==> config.mk <==
export PLATFORM = sky130hd
export DESIGN_NAME = alu_issue_ctrl
export DESIGN_NICKNAME = d
export VERILOG_FILES = /design/src/rtl/alu_issue_ctrl.sv
export SDC_FILE = /design/constraint.sdc
export NUM_CORES = 1
export LEC_CHECK = 0
export ABC_AREA = 1
export CORE_MARGIN = 2
export CORE_UTILIZATION = 38
export DETAILED_ROUTE_END_ITERATION = 6
export PLACE_DENSITY = 0.9
export REMOVE_ABC_BUFFERS = 1
export SYNTH_ARGS = -nofsm -noshare
export SYNTH_HDL_FRONTEND = slang
export SYNTH_SLANG_ARGS = --single-unit
==> constraint.sdc <==
create_clock -name clk -period 1.7 [get_ports clk]
set_input_delay 0.51 -clock clk [delete_from_list [all_inputs] [get_ports clk]]
set_output_delay 0.51 -clock clk [all_outputs]
set_load 0.005 [all_outputs]
==> src/rtl/alu_issue_ctrl.sv <==
// Issue/collect stage in front of the four ALU units: one command in flight, decode to a
// one-cycle unit enable, capture the addressed unit's result. Optional macro: ALU_ISSUE_OPCNT_EN.
module alu_issue_ctrl #(
    parameter int A_WIDTH   = 16,
    parameter int B_WIDTH   = 16,
    parameter int OUT_WIDTH = 16,
    parameter int CNT_WIDTH = 16
) (
    input  logic                 clk,
    input  logic                 rst,
    input  logic                 cmd_valid,
    output logic                 cmd_ready,
    input  logic [A_WIDTH-1:0]   cmd_a,
    input  logic [B_WIDTH-1:0]   cmd_b,
    input  logic [3:0]           cmd_fun,
    output logic [A_WIDTH-1:0]   A,
    output logic [B_WIDTH-1:0]   B,
    output logic [3:0]           ALU_FUN,
    output logic                 ARITH_Enable,
    output logic                 LOGIC_Enable,
    output logic                 CMP_Enable,
    output logic                 SHIFT_Enable,
    input  logic [OUT_WIDTH-1:0] arith_out,
    input  logic [OUT_WIDTH-1:0] logic_out,
    input  logic [OUT_WIDTH-1:0] cmp_out,
    input  logic [OUT_WIDTH-1:0] shift_out,
    input  logic                 arith_flag,
    input  logic                 logic_flag,
    input  logic                 cmp_flag,
    input  logic                 shift_flag,
    output logic                 res_valid,
    input  logic                 res_ready,
    output logic [OUT_WIDTH-1:0] res_data,
    output logic                 res_flag,
`ifdef ALU_ISSUE_OPCNT_EN
    output logic [CNT_WIDTH-1:0] op_count,
    input  logic                 op_count_clr,
`endif
    output logic [1:0]           res_unit
);

    typedef enum logic [1:0] {IDLE, ISSUE, WAIT, HOLD} state_t;

    state_t               state;
    logic [OUT_WIDTH-1:0] sel_out;
    logic                 sel_flag;

    assign cmd_ready = (state == IDLE);

    // Units clear their outputs when disabled, so the mux must be sampled in WAIT.
    always_comb begin
        sel_out  = arith_out;
        sel_flag = arith_flag;
        case (ALU_FUN[3:2])
            2'b00: begin sel_out = arith_out; sel_flag = arith_flag; end
            2'b01: begin sel_out = logic_out; sel_flag = logic_flag; end
            2'b10: begin sel_out = cmp_out;   sel_flag = cmp_flag;   end
            2'b11: begin sel_out = shift_out; sel_flag = shift_flag; end
            default: ;
        endcase
    end

    always_ff @(posedge clk or negedge rst) begin
        if (!rst) begin
            state        <= IDLE;
            A            <= '0;
            B            <= '0;
            ALU_FUN      <= '0;
            ARITH_Enable <= 1'b0;
            LOGIC_Enable <= 1'b0;
            CMP_Enable   <= 1'b0;
            SHIFT_Enable <= 1'b0;
            res_valid    <= 1'b0;
            res_data     <= '0;
            res_flag     <= 1'b0;
            res_unit     <= '0;
        end else begin
            ARITH_Enable <= 1'b0;
            LOGIC_Enable <= 1'b0;
            CMP_Enable   <= 1'b0;
            SHIFT_Enable <= 1'b0;
            case (state)
                IDLE: if (cmd_valid) begin
                    A            <= cmd_a;
                    B            <= cmd_b;
                    ALU_FUN      <= cmd_fun;
                    ARITH_Enable <= (cmd_fun[3:2] == 2'b00);
                    LOGIC_Enable <= (cmd_fun[3:2] == 2'b01);
                    CMP_Enable   <= (cmd_fun[3:2] == 2'b10);
                    SHIFT_Enable <= (cmd_fun[3:2] == 2'b11);
                    state        <= ISSUE;
                end
                ISSUE: state <= WAIT;
                WAIT: begin
                    res_data  <= sel_out;
                    res_flag  <= sel_flag;
                    res_unit  <= ALU_FUN[3:2];
                    res_valid <= 1'b1;
                    state     <= HOLD;
                end
                HOLD: if (res_ready) begin
                    res_valid <= 1'b0;
                    state     <= IDLE;
                end
                default: state <= IDLE;
            endcase
        end
    end

`ifdef ALU_ISSUE_OPCNT_EN
    // Counts result handshakes, saturating; clear wins over increment.
    always_ff @(posedge clk or negedge rst) begin
        if (!rst)
            op_count <= '0;
        else if (op_count_clr)
            op_count <= '0;
        else if (res_valid && res_ready && (op_count != {CNT_WIDTH{1'b1}}))
            op_count <= op_count + 1'b1;
    end
`endif

endmodule
==> results.md <==
- Outcome: completed
- Grt peak-use layer: met2
- Number of CTS-inserted buffers: 9
- Worst Hold Class: input port to asynchronous set/reset pin
- Vias in the first global route: 2976
- Largest delay contributor family on the critical path: buffers and inverters
- Period minus WS final: 1690 ps
- GPL Wtd Cong: 0.793
- Placed Cells incl. Taps: ~640
- Main area contributors after synthesis: dfrtp_1 (52%), nand2_1 (23%), nand3_1 (6.1%), o21bai_1 (4.3%), inv_1 (3.2%)
- Die span in x: 92.2 um
- Setup WS pre-CTS: 15.3 ps
- DR DRC count: 0
- Setup violators final: 0
- Final-layout fill cell count: a little over 600
- Worst-path cell chain: clkdlybuf4s50_1
- N_diodes: 0
- Met1 GRT Util: 24.5%
- Grt met2 use: roughly a third
- Clock Latency Late Sink: 320 ps
- Slew @ Worst Pin: 439 ps
- Detailed Route WL: 8700 um
- PD cells: about 1500 nW/um^2
- Post-synth EDFFs: 0
- Seq/Total Area, Yosys: 52.5%
- Max-slew violation count: 0
- Commonest cells in the synthesized netlist: nand2_1 (180), dfrtp_1 (62), nand3_1 (36), inv_1 (25)
- Worst-path maximum fanout: 2
- Largest net degree at the start of global routing: 63
- Slowest stage cell on the critical path: clkdlybuf4s50_1
- Total of max-cap violations: 0
- CTS clk-pin slew, worst paths: 60 ps
- Tot Pwr: 7.62 mW
- Gate count of the mapped netlist: 376
- DR iter-0 viols: 77
- Mapped Avg Cell Area: between 7 and 8 um^2
- Worst stage delay on the critical path: 510 ps
- PortBufs: around 170
- Slew HR: 70.7%
- Starting Density: 38.6%
- Top FF cell, synth: dfrtp_1
- Peak supply drop: 0.648 mV
- Post-Syn Area: 2960 um^2
- DIE AREA: 8500 um^2
- Grt ovf: 0
- Final core utilization: 65.4%
- Ys async rst share: 100%
- Via total after detailed routing: just over 3k
- I/O pin cnt: 169
- Drt via density: 4.67
- Critical Path AT: 1180 ps
- #FFs+latches synth: 62
- Layout Skew: approximately 4.7 ps
- Post-route ant nets: 0
- Post-route setup slack: 12.2 ps
- Synth top area share: 52.5%
- Initial antenna violation count: 0
- TritonCTS clock tree: built
- Nets: 663
- Yosys cell types: 19
- Worst setup path class: flip-flop to output port
- Critical path data required time: between 1000 and 1500 ps
- Global Route Usage Sum: 20.1%
- Clock root cell: clkbuf_8
- P&R area growth vs syn: 69.3%
- Cell accounting for the most synthesized area: dfrtp_1
- Synth warn: 0
- H-tree depth: 3
- Detailed placement HPWL: 6240 um
- # rows: 32
- CTS sink cnt: 62
- P_leak: around 2.7 nW
- CTS max path bufs: 2
- CP Buf/Inv Count: 1
- Vert. Die Dim: 92.2 um
- Final hold vios: 0
- Core Area: 7650 um^2
- Crit end category: output port
- Startpoint types: flip-flop
- First-pass GRT wire length: 13600 um
- Share of layout cells above drive strength 1: 7.37%
- Fmax achieved: 0.592 GHz
- Period utilization: between 90% and 100%
- Avg WL per Cell: approximately 13 um
- CTS Hold Bufs: 0
- Met3 usage: 5.34%
- TritonRoute pass-1 iters: 4
- Non-Filler Instances: 658
- Most common cell in the synthesized netlist: nand2_1
[power by group]
group | total (mW) | internal (mW) | switching, mW
registers | 2.50 | 2.15 | 0.350
clock network | 1.32 | 0.787 | 0.530
logic | 3.80 | 1.88 | 1.92
[layout by cell type, fill, tap and decap left out]
| master | netlist | routed |
|---|---|---|
| a21oi_1 | 17 | 17 |
| buf_12 | 0 | 3 |
| buf_2 | 8 | 2 |
| buf_4 | 5 | 14 |
| bufinv_16 | 0 | 1 |
| clkbuf_8 | 0 | 12 |
| clkdlybuf4s50_1 | 0 | 111 |
| clkinv_2 | 0 | 1 |
| clkinvlp_4 | 0 | 1 |
| dfrtp_1 | 62 | 62 |
| dlygate4sd2_1 | 0 | 39 |
| dlymetal6s2s_1 | 0 | 16 |
| ha_1 | 3 | 2 |
| ha_2 | 0 | 1 |
| inv_1 | 25 | 24 |
| inv_2 | 2 | 3 |
| nand2_1 | 180 | 180 |
| nand2_2 | 1 | 1 |
| nand3_1 | 36 | 36 |
| nor2_1 | 4 | 4 |
| nor2_4 | 1 | 1 |
| nor3_1 | 1 | 1 |
| o21ai_0 | 5 | 5 |
| o21bai_1 | 17 | 17 |
| o2bb2ai_1 | 1 | 1 |
| or2_2 | 1 | 1 |
[registers in the layout, summed over array words and instances (netlist names)]
signal        flops
state             2
B                16
res_data         16
ALU_FUN           4
ARITH_Enable      1
res_valid         1
CMP_Enable        1
res_flag          1
res_unit          2
SHIFT_Enable      1
LOGIC_Enable      1
A                16
[kinds of logic (layout without fill, tap and decap cells)]
group / Yosys count / in the layout / synth area share, %
adder cells (fa/ha/maj): 3 / 3 / 1.27
AND/OR/NAND/NOR: 224 / 224 / 30.4
flip-flops: 62 / 62 / 52.5
buffers and inverters: 47 / 227 / 7.45
AO/OA/AOI/OAI: 40 / 40 / 8.34
[area by class of cell]
| cell class | instances | area [um^2] | share of cell area, % |
|---|---|---|---|
| flip-flops and latches | 62 | 1550 | 31.0 |
| clock buffers | 12 | 165 | 3.30 |
| well taps | 102 | 128 | 2.55 |
| inverters | 27 | 101 | 2.03 |
| repair buffers | 185 | 1830 | 36.5 |
| multi-input cells | 267 | 1190 | 23.7 |
| clock inverters | 3 | 42.5 | 0.850 |
[repair_timing]
item	4_1_cts	5_1_grt
pin swaps	0	0
resized for setup	42	19
endpoints found under the setup margin	41	20
setup buffers	3	4
[per-layer routing]
layer / vias to the layer above / wire (um)
met3: 17 / 715
met1: 1385 / 3650
met5: - / 0
met4: 0 / 170
li1: 1528 / -
met2: 141 / 4170
[worst paths after layout]
path                       slack (ps)                     start  depth (start not counted)                       end
setup / recovery                   10  res_data[12]$_DFFE_PN0P_                          1              res_data[12]
hold / removal                    190                       rst                          2   res_data[6]$_DFFE_PN0P_
setup reg to reg                  180    ALU_FUN[3]$_DFFE_PN0P_                          6   res_data[2]$_DFFE_PN0P_
min in group clk                  470  res_data[11]$_DFFE_PN0P_                          2  res_data[11]$_DFFE_PN0P_
max in group asynchronous        1230                       rst                          2      CMP_Enable$_DFF_PN0_
hold reg to reg                   470  res_data[11]$_DFFE_PN0P_                          2  res_data[11]$_DFFE_PN0P_
[through the flow]
step / hold slack (ps) / setup TNS, ps / cell area, um^2
floorplan: 214 / -6050 / 2840
global placement: 461 / 0 / 4750
CTS: 194 / -25.1 / 4940
detailed placement: 465 / 0 / 4750
finish: 187 / 0 / 5000
global route: 212 / -37.3 / 5000
(Power assumes the default switching activity.)
